==> config.mk <==
export PLATFORM = sky130hd
export DESIGN_NAME = board_io_cond
export DESIGN_NICKNAME = d
export VERILOG_FILES = /design/src/rtl/board_io_cond.sv
export SDC_FILE = /design/constraint.sdc
export NUM_CORES = 1
export LEC_CHECK = 0
export CELL_PAD_IN_SITES_DETAIL_PLACEMENT = 1
export CELL_PAD_IN_SITES_GLOBAL_PLACEMENT = 1
export CORE_AREA = 2 2 226 317
export CTS_CLUSTER_DIAMETER = 200
export DETAILED_ROUTE_END_ITERATION = 8
export DIE_AREA = 0 0 228 319
export GPL_TIMING_DRIVEN = 0
export PLACE_DENSITY_LB_ADDON = 0.1
export RECOVER_POWER = 100
export SYNTH_ARGS = -nofsm -noshare
export SYNTH_HDL_FRONTEND = slang
export SYNTH_SLANG_ARGS = --single-unit
==> constraint.sdc <==
create_clock -name clk_i -period 2.5 [get_ports clk_i]
set_input_delay 0.75 -clock clk_i [delete_from_list [all_inputs] [get_ports clk_i]]
set_output_delay 0.75 -clock clk_i [all_outputs]
set_load 0.1 [all_outputs]
==> src/rtl/board_io_cond.sv <==
// ============================================================================
// board_io_cond: sequenced SoC reset from board reset and PLL lock, plus
// synchronised and debounced buttons and switches with edge pulses.
// Revision: 1.0
// ============================================================================
`default_nettype none

module board_io_cond #(
   parameter int NUM_BTN         = 1,
   parameter int NUM_SW          = 16,
   parameter int DEBOUNCE_CYCLES = 250000,
   parameter int RST_HOLD_CYCLES = 16
) (
   input  logic               clk_i,
   input  logic               arst_n_i,
   input  logic               pll_locked_i,
   input  logic [NUM_BTN-1:0] btn_i,
   input  logic [NUM_SW-1:0]  sw_i,
   output logic               soc_rst_o,
   output logic [NUM_BTN-1:0] btn_o,
   output logic [NUM_BTN-1:0] btn_rise_o,
   output logic [NUM_SW-1:0]  sw_o,
   output logic               sw_change_o
);

   localparam int c_NCH = NUM_BTN + NUM_SW;
   localparam int c_DW  = $clog2(DEBOUNCE_CYCLES);
   localparam int c_HW  = (RST_HOLD_CYCLES > 1) ? $clog2(RST_HOLD_CYCLES) : 1;
   localparam logic [c_DW-1:0] c_DEB_MAX  = c_DW'(DEBOUNCE_CYCLES - 1);
   localparam logic [c_HW-1:0] c_HOLD_MAX = c_HW'(RST_HOLD_CYCLES - 1);

   typedef enum logic [1:0] {
      S_HOLD  = 2'd0,
      S_COUNT = 2'd1,
      S_RUN   = 2'd2
   } state_t;

   state_t              r_state;
   logic [c_HW-1:0]     r_hold_cnt;
   logic                r_soc_rst;
   logic                r_pll_s1;
   logic                r_pll_s2;
   logic [c_NCH-1:0]    r_in_s1;
   logic [c_NCH-1:0]    r_in_s2;
   logic [c_NCH-1:0]    r_stable_d;
   logic [NUM_BTN-1:0]  r_btn_rise;
   logic                r_sw_change;
   logic [c_NCH-1:0]    w_stable;

   // Buttons occupy the low channels, switches the high channels.
   always_ff @(posedge clk_i or negedge arst_n_i) begin
      if (!arst_n_i) begin
         r_pll_s1 <= 1'b0;
         r_pll_s2 <= 1'b0;
         r_in_s1  <= '0;
         r_in_s2  <= '0;
      end else begin
         r_pll_s1 <= pll_locked_i;
         r_pll_s2 <= r_pll_s1;
         r_in_s1  <= {sw_i, btn_i};
         r_in_s2  <= r_in_s1;
      end
   end

   // Reset output is registered alongside the state it is derived from.
   always_ff @(posedge clk_i or negedge arst_n_i) begin
      if (!arst_n_i) begin
         r_state    <= S_HOLD;
         r_hold_cnt <= '0;
         r_soc_rst  <= 1'b1;
      end else if (!r_pll_s2) begin
         r_state    <= S_HOLD;
         r_hold_cnt <= '0;
         r_soc_rst  <= 1'b1;
      end else begin
         case (r_state)
            S_HOLD: begin
               r_state    <= S_COUNT;
               r_hold_cnt <= '0;
               r_soc_rst  <= 1'b1;
            end
            S_COUNT: begin
               if (r_hold_cnt == c_HOLD_MAX) begin
                  r_state    <= S_RUN;
                  r_hold_cnt <= '0;
                  r_soc_rst  <= 1'b0;
               end else begin
                  r_hold_cnt <= r_hold_cnt + 1'b1;
                  r_soc_rst  <= 1'b1;
               end
            end
            S_RUN: begin
               r_soc_rst <= 1'b0;
            end
            default: begin
               r_state    <= S_HOLD;
               r_hold_cnt <= '0;
               r_soc_rst  <= 1'b1;
            end
         endcase
      end
   end

   for (genvar i = 0; i < c_NCH; i++) begin : g_deb
      logic [c_DW-1:0] r_cnt;
      logic            r_stb;

      always_ff @(posedge clk_i or negedge arst_n_i) begin
         if (!arst_n_i) begin
            r_cnt <= '0;
            r_stb <= 1'b0;
         end else if (r_in_s2[i] != r_stb) begin
            if (r_cnt == c_DEB_MAX) begin
               r_stb <= r_in_s2[i];
               r_cnt <= '0;
            end else begin
               r_cnt <= r_cnt + 1'b1;
            end
         end else begin
            r_cnt <= '0;
         end
      end

      assign w_stable[i] = r_stb;
   end

   always_ff @(posedge clk_i or negedge arst_n_i) begin
      if (!arst_n_i) begin
         r_stable_d  <= '0;
         r_btn_rise  <= '0;
         r_sw_change <= 1'b0;
      end else begin
         r_stable_d  <= w_stable;
         r_btn_rise  <= w_stable[NUM_BTN-1:0] & ~r_stable_d[NUM_BTN-1:0];
         r_sw_change <= |(w_stable[c_NCH-1:NUM_BTN] ^ r_stable_d[c_NCH-1:NUM_BTN]);
      end
   end

   // Pulses are masked while the SoC is held in reset so no stale IRQ leaks out.
   assign soc_rst_o   = r_soc_rst;
   assign btn_o       = w_stable[NUM_BTN-1:0];
   assign sw_o        = w_stable[c_NCH-1:NUM_BTN];
   assign btn_rise_o  = r_btn_rise & {NUM_BTN{~r_soc_rst}};
   assign sw_change_o = r_sw_change & ~r_soc_rst;

endmodule

`default_nettype wire

==> flow_summary.json, run 1 <==
{
  "power_mw": 14.1,
  "io_buffers": 39,
  "fillers": 7882,
  "gp_congestion": 0.725,
  "p_leak_nw": 8.62,
  "initial_core_util_pct": 25.7,
  "core-area_sq_um": 69900,
  "h-tree-depth": 2,
  "synthesis.area_sq_um": 18000,
  "clk_pin_slew_worst_paths_ns": 0.06,
  "ioPinCount": 40,
  "antenna_found_initial": 1,
  "drive_gt1_share_pct": 9.63,
  "worst_slack_ns": 0.0584,
  "outcome": "finished clean",
  "synth_area_leaders": "dfrtp_1 (53%), xnor2_1 (8.5%), nor2_1 (6.8%)",
  "fin_skew_ns": 0.0158,
  "clockBufferDepth": 3,
  "die_w_microns": 228,
  "syn2layout_area_growth_pct": 18.8,
  "reg2reg_slack_ns": 0.14,
  "cts_tree": "built",
  "pre_cts_ws_ns": -0.226,
  "grt_max_degree": 107,
  "vias": 13100,
  "fmax_ghz": 0.410,
  "dp_hpwl_mm": 28.7,
  "fin_crit_sh_pct": 97.7,
  "syn-num-nets": 1795,
  "drc": 0,
  "yosysUniqueCellTypes": 49,
  "firstDrtPassIters": 4,
  "final-hold-violation-count": 0,
  "cap_viol_max_count": 0,
  "die-area_sq_um": 72700,
  "hold_class": "input pin to async pin",
  "synth_edf_count": 0,
  "power_density_nw_per_um2": 661,
  "vias_per_cell": 4.63,
  "cts_sinks": 385,
  "drtAntennaViolNets": 0,
  "fin_nets": 1891,
  "synth_top_area_share_pct": 53.4,
  "critPathBufInv": 1,
  "peakVddDrop_v": 0.000493,
  "dr.first_iter.drc_count": 466,
  "synth_seq_area_share_pct": 53.6,
  "crit_arrival_ns": 1.69,
  "setup_tns_ns": 0,
  "timing.rr.end": "g_deb[9].r_cnt[8]",
  "place_area_sq_um": 19700,
  "routedWlPerCell_microns": 15.1,
  "place_inst": 2736,
  "relSlewSlack_pct": 31.6,
  "crit_end": "soc_rst_o",
  "setup_viol": 0,
  "worstMarginPinSlew_ns": 1.03,
  "synth_top_area_cell": "dfrtp_1",
  "crit_path_max_fanout": 3,
  "async_reset_ff_share_pct": 100,
  "numCtsBuffers": 47,
  "critPathTopFamily": "flip-flops",
  "crit_start": "soc_rst_o",
  "chipHeight_microns": 319,
  "startpoint_type": "register",
  "path_depth": 1,
  "ys.flop_type": "dfrtp_1",
  "final_cells": 2826,
  "synth_seq_cells": 385,
  "rr_worst_depth": 5,
  "syn_avg_cell_area_sq_um": 10.2,
  "period_needed_ns": 2.44,
  "hold_slack_ns": 0.333,
  "synthTopCellsByCount": "dfrtp_1 (384), nor2_1 (328), xnor2_1 (175)",
  "max_stage_delay_ns": 0.57,
  "critPathSlowestCell": "dfstp_2",
  "worstReg2RegStart": "g_deb[9].r_cnt[5]",
  "final_util_pct": 30.5,
  "yosysMostFrequentCell": "dfrtp_1",
  "rows": 115,
  "crit_type": "register to output port",
  "slew_viol_final": 0,
  "syn_inst": 1757,
  "insertion_delay_ns": 0.57,
  "ys_warn_count": 0,
  "grt.overflow.total": 0,
  "crit_chain": "clkdlybuf4s18_2",
  "grt_pass1_vias": 14300,
  "crit_required_ns": 1.75,
  "grt_usage_pct": 12.1,
  "worstSetupEndpointType": "output port",
  "root_buffer": "clkbuf_16",
  "rsz0062_at_grt": "false",
  "drt-total-wl_mm": 42.6,
  "design_area_sq_um": 21400,
  "grt_pass1_wl_mm": 74.1
}
[final cells by class]
type                    count  area [sq um]  share of cell area, %
diodes                      1          2.50                 0.0117
plain buffers              43           249                   1.17
clock buffers              71          1450                   6.77
clock inverters            14           201                  0.943
inverters                  58           218                   1.02
multi-input cells        1271          8010                   37.5
flip-flops and latches    385          9640                   45.1
well taps                 936          1170                   5.48
repair buffers             47           425                   1.99
[cells by family (layout without fill, tap and decap cells)]
group / after synthesis / in the layout / synth area share (%)
AO/OA/AOI/OAI: 82 / 82 / 3.40
other: 0 / 1 / 0
flip-flops: 385 / 385 / 53.6
multiplexers: 18 / 18 / 1.12
buffers and inverters: 101 / 233 / 2.53
XOR/XNOR: 275 / 275 / 13.4
adder cells (fa/ha/maj): 18 / 18 / 1.25
AND/OR/NAND/NOR: 878 / 878 / 24.7
[state kept, by name, indices dropped and copies added (netlist names), 2 cells and up]
name         count
g_deb.r_cnt    306
r_in_s1         17
r_in_s2         17
r_stable_d      17
g_deb.r_stb     16
r_hold_cnt       4
r_state          2
[worst min-delay path by stage]
stage	startpoint	end	slack (ns)
4_1_cts	arst_n_i	g_deb[11].r_cnt[12]	0.21
2_1_floorplan	r_in_s1[0]	r_in_s2[0]	0.33
3_3_place_gp	r_in_s1[2]	r_in_s2[2]	0.33
3_5_place_dp	r_in_s1[15]	r_in_s2[15]	0.34
5_1_grt	r_in_s1[15]	r_in_s2[15]	0.35
6_report	arst_n_i	g_deb[11].r_cnt[12]	0.33
[layout by cell type (no fill, tap or decap), types with 21 or more instances in the layout]
cell       instances
xnor2_1          175
nand2_1           81
inv_1             58
clkbuf_16         47
nand4_1          103
clkbuf_2          21
clkbuf_1          24
nor4_1            93
and4_1            23
a21oi_1           26
dfrtp_1          384
xor2_1           100
nor3_1            48
nor2_1           328
nand3_1          105
or3_1             23
[power by group]
part	switching [mW]	leakage [nW]	internal, mW	total (mW)
clock network	2.77	0.818	4.49	7.25
logic	0.303	2.56	0.136	0.439
registers	0.0949	5.25	6.34	6.43
[repair_timing]
item                                    CTS  global route
hold buffers                              0             0
gates resized for setup                  94            25
pin swaps                                 1             1
buffers inserted                          2             2
endpoints found under the setup margin  120           104
[per-layer routing]
layer	track usage, %	part of all wire, %	vias up
met4	3.66	2.2	0
met3	2.30	2.9	63
li1	-	-	6340
met2	22.1	51	91
met5	0	0	-
met1	14.3	44	6583
No activity file was read; power rests on OpenSTA's default activity.
==> inputs of run 2 (changes only) <==
--- a/config.mk
+++ b/config.mk
@@ -5,6 +5,7 @@
 export SDC_FILE = /design/constraint.sdc
 export NUM_CORES = 1
 export LEC_CHECK = 0
+export CAP_MARGIN = 15
 export CELL_PAD_IN_SITES_DETAIL_PLACEMENT = 1
 export CELL_PAD_IN_SITES_GLOBAL_PLACEMENT = 1
 export CORE_AREA = 2 2 226 317
==> constraint.sdc (replaced) <==
create_clock -name clk_i -period 3 [get_ports clk_i]
set_input_delay 0.9 -clock clk_i [delete_from_list [all_inputs] [get_ports clk_i]]
set_output_delay 0.9 -clock clk_i [all_outputs]
set_load 0.1 [all_outputs]
==> run 2 against run 1 <==
Final cell count is 0.14% lower; global-route usage hardly changed; utilization is 0.25 points lower; clock power is 17% lower; first-iteration DRC count is 7.9% higher; routed wire length is 0.60% lower; clock-buffer cell count stayed put; register-to-register slack better by 0.09 ns; clock skew is 0.00077 ns lower; flip-flop and latch count stayed put; the flow now finishes with violations (capacitance limit, slew limit); critical path depth stayed put.
==> flow_summary.json, run 2 (synthesis gave the netlist of run 1 again) <==
{
  "fin_nets": 1887,
  "largest_reg_flops": 306,
  "final-hold-violation-count": 0,
  "grt_pass1_wl_mm": 73.9,
  "fin_skew_ns": 0.0150,
  "hold_depth": 0,
  "cts_sinks": 385,
  "ioPinCount": 40,
  "antenna_found_initial": 1,
  "cts_setup_buffers": 0,
  "max_stage_delay_ns": 0.87,
  "crit_type": "register to output port",
  "crit_arrival_ns": 2.02,
  "final_util_pct": 30.3,
  "insertion_delay_ns": 0.57,
  "final_cell_mix": "dfrtp_1 (384), nor2_1 (328), xnor2_1 (175), nand3_1 (105), nand4_1 (103)",
  "power_density_nw_per_um2": 554,
  "worstSetupEndpointType": "output port",
  "hold_class": "register to register",
  "multi_input_area_sq_um": 7890,
  "cts_tree": "built",
  "dr.first_iter.drc_count": 503,
  "dp_hpwl_mm": 28.7,
  "vias_per_cell": 4.63,
  "holdCritStartpoint": "r_in_s1[6]",
  "regMostFlops": "g_deb.r_cnt",
  "grt_pass1_vias": 14200,
  "peakVddDrop_v": 0.000411,
  "fin_crit_sh_pct": 97.3,
  "outcome": "complete, but fails checks",
  "firstDrtPassIters": 4,
  "numCtsBuffers": 47,
  "ctsHoldBuffers": 0,
  "slew_viol_final": 103,
  "drt-total-wl_mm": 42.3,
  "worstReg2RegStart": "g_deb[9].r_cnt[5]",
  "routedWlPerCell_microns": 15.0,
  "period_needed_ns": 2.92,
  "grt_usage_pct": 12.1,
  "timing.rr.end": "g_deb[9].r_cnt[9]",
  "syn2layout_area_growth_pct": 17.8,
  "gp_congestion": 0.725,
  "die-area_sq_um": 72700,
  "relSlewSlack_pct": -2.52,
  "layout_commonest_cell": "dfrtp_1",
  "fillers": 7881,
  "design_area_sq_um": 21200,
  "worstMarginPinSlew_ns": 1.54,
  "p_leak_nw": 8.41,
  "h-tree-depth": 2,
  "rsz0062_at_grt": "false",
  "seq_area_sq_um": 9640,
  "vias": 13100,
  "drc": 0,
  "drtAntennaViolNets": 0,
  "setup_viol": 0,
  "violations": "capacitance limit, slew limit",
  "root_buffer": "clkbuf_16",
  "initial_core_util_pct": 25.7,
  "core-area_sq_um": 69900,
  "setup_tns_ns": 0,
  "io_buffers": 39,
  "critPathTopFamily": "buffers and inverters",
  "drive_gt1_share_pct": 7.96,
  "clk_pin_slew_worst_paths_ns": 0.06,
  "crit_required_ns": 2.10,
  "critPathBufInv": 1,
  "crit_start": "soc_rst_o",
  "rr_worst_depth": 5,
  "place_area_sq_um": 19700,
  "die_w_microns": 228,
  "clockBufferDepth": 3,
  "startpoint_type": "register",
  "grt_max_degree": 107,
  "fmax_ghz": 0.343,
  "hold_path_end": "r_in_s2[6]",
  "chipHeight_microns": 319,
  "critPathSlowestCell": "clkbuf_1",
  "reg2reg_slack_ns": 0.23,
  "cap_viol_max_count": 1,
  "grt.overflow.total": 0,
  "crit_path_max_fanout": 3,
  "rows": 115,
  "hold_slack_ns": 0.346,
  "crit_chain": "clkbuf_1"
}
[run 2: cell count changes in the layout (fill, tap and decap cells not counted), sizes merged]
cell	before	now
clkbuf	112	114
clkdlybuf4s18	4	0
clkdlybuf4s15	3	5
buf	24	18
dlygate4sd2	0	2
[run 2: layout make-up]
cell class                 instances  share of cell area (%)
antenna                            1                  0.0118
buffer                            43                    1.09
clock buffer                      71                    6.83
clock inverter                    14                   0.951
inverter                          58                    1.03
multi-input combinational       1271                    37.2
sequential                       385                    45.5
tap                              936                    5.53
timing repair buffer              43                    1.85
[run 2: how the worst max path moves through the flow]
stage                                   end  cells after the start
final                             soc_rst_o                      1
after CTS                           sw_o[4]                      2
after detailed placement            sw_o[3]                      2
after global routing                sw_o[1]                      2
after floorplan                  btn_rise_o                      1
after global placement    g_deb[6].r_cnt[0]                      1
[run 2: layer usage]
| metal | vias to the layer above | GRT usage [%] | routed length [microns] |
|---|---|---|---|
| met5 | - | 0 | 0 |
| li1 | 6330 | - | - |
| met4 | 0 | 3.66 | 939 |
| met2 | 95 | 21.9 | 21500 |
| met3 | 65 | 2.29 | 1270 |
| met1 | 6585 | 14.3 | 18600 |
[run 2: repair_timing]
item                                    CTS  global route
resized for setup                        26             4
endpoints found under the setup margin   20             4
gates cloned                              0             0
[run 2: stage by stage]
stage	setup WS [ns]	power, mW	cells
floorplan	0.173	5.60	1757
global placement	-17.66	5.83	2732
detailed placement	0.264	5.84	2736
CTS	0.0121	12.1	2821
global route	0.000455	12.3	2822
finish	0.0825	11.7	2822
[run 2: report_power, final]
part / switching, mW / leakage [nW] / internal [mW] / total (mW)
Sequential: 0.0790 / 5.25 / 5.28 / 5.36
Clock: 2.30 / 0.818 / 3.74 / 6.03
Combinational: 0.248 / 2.34 / 0.105 / 0.353
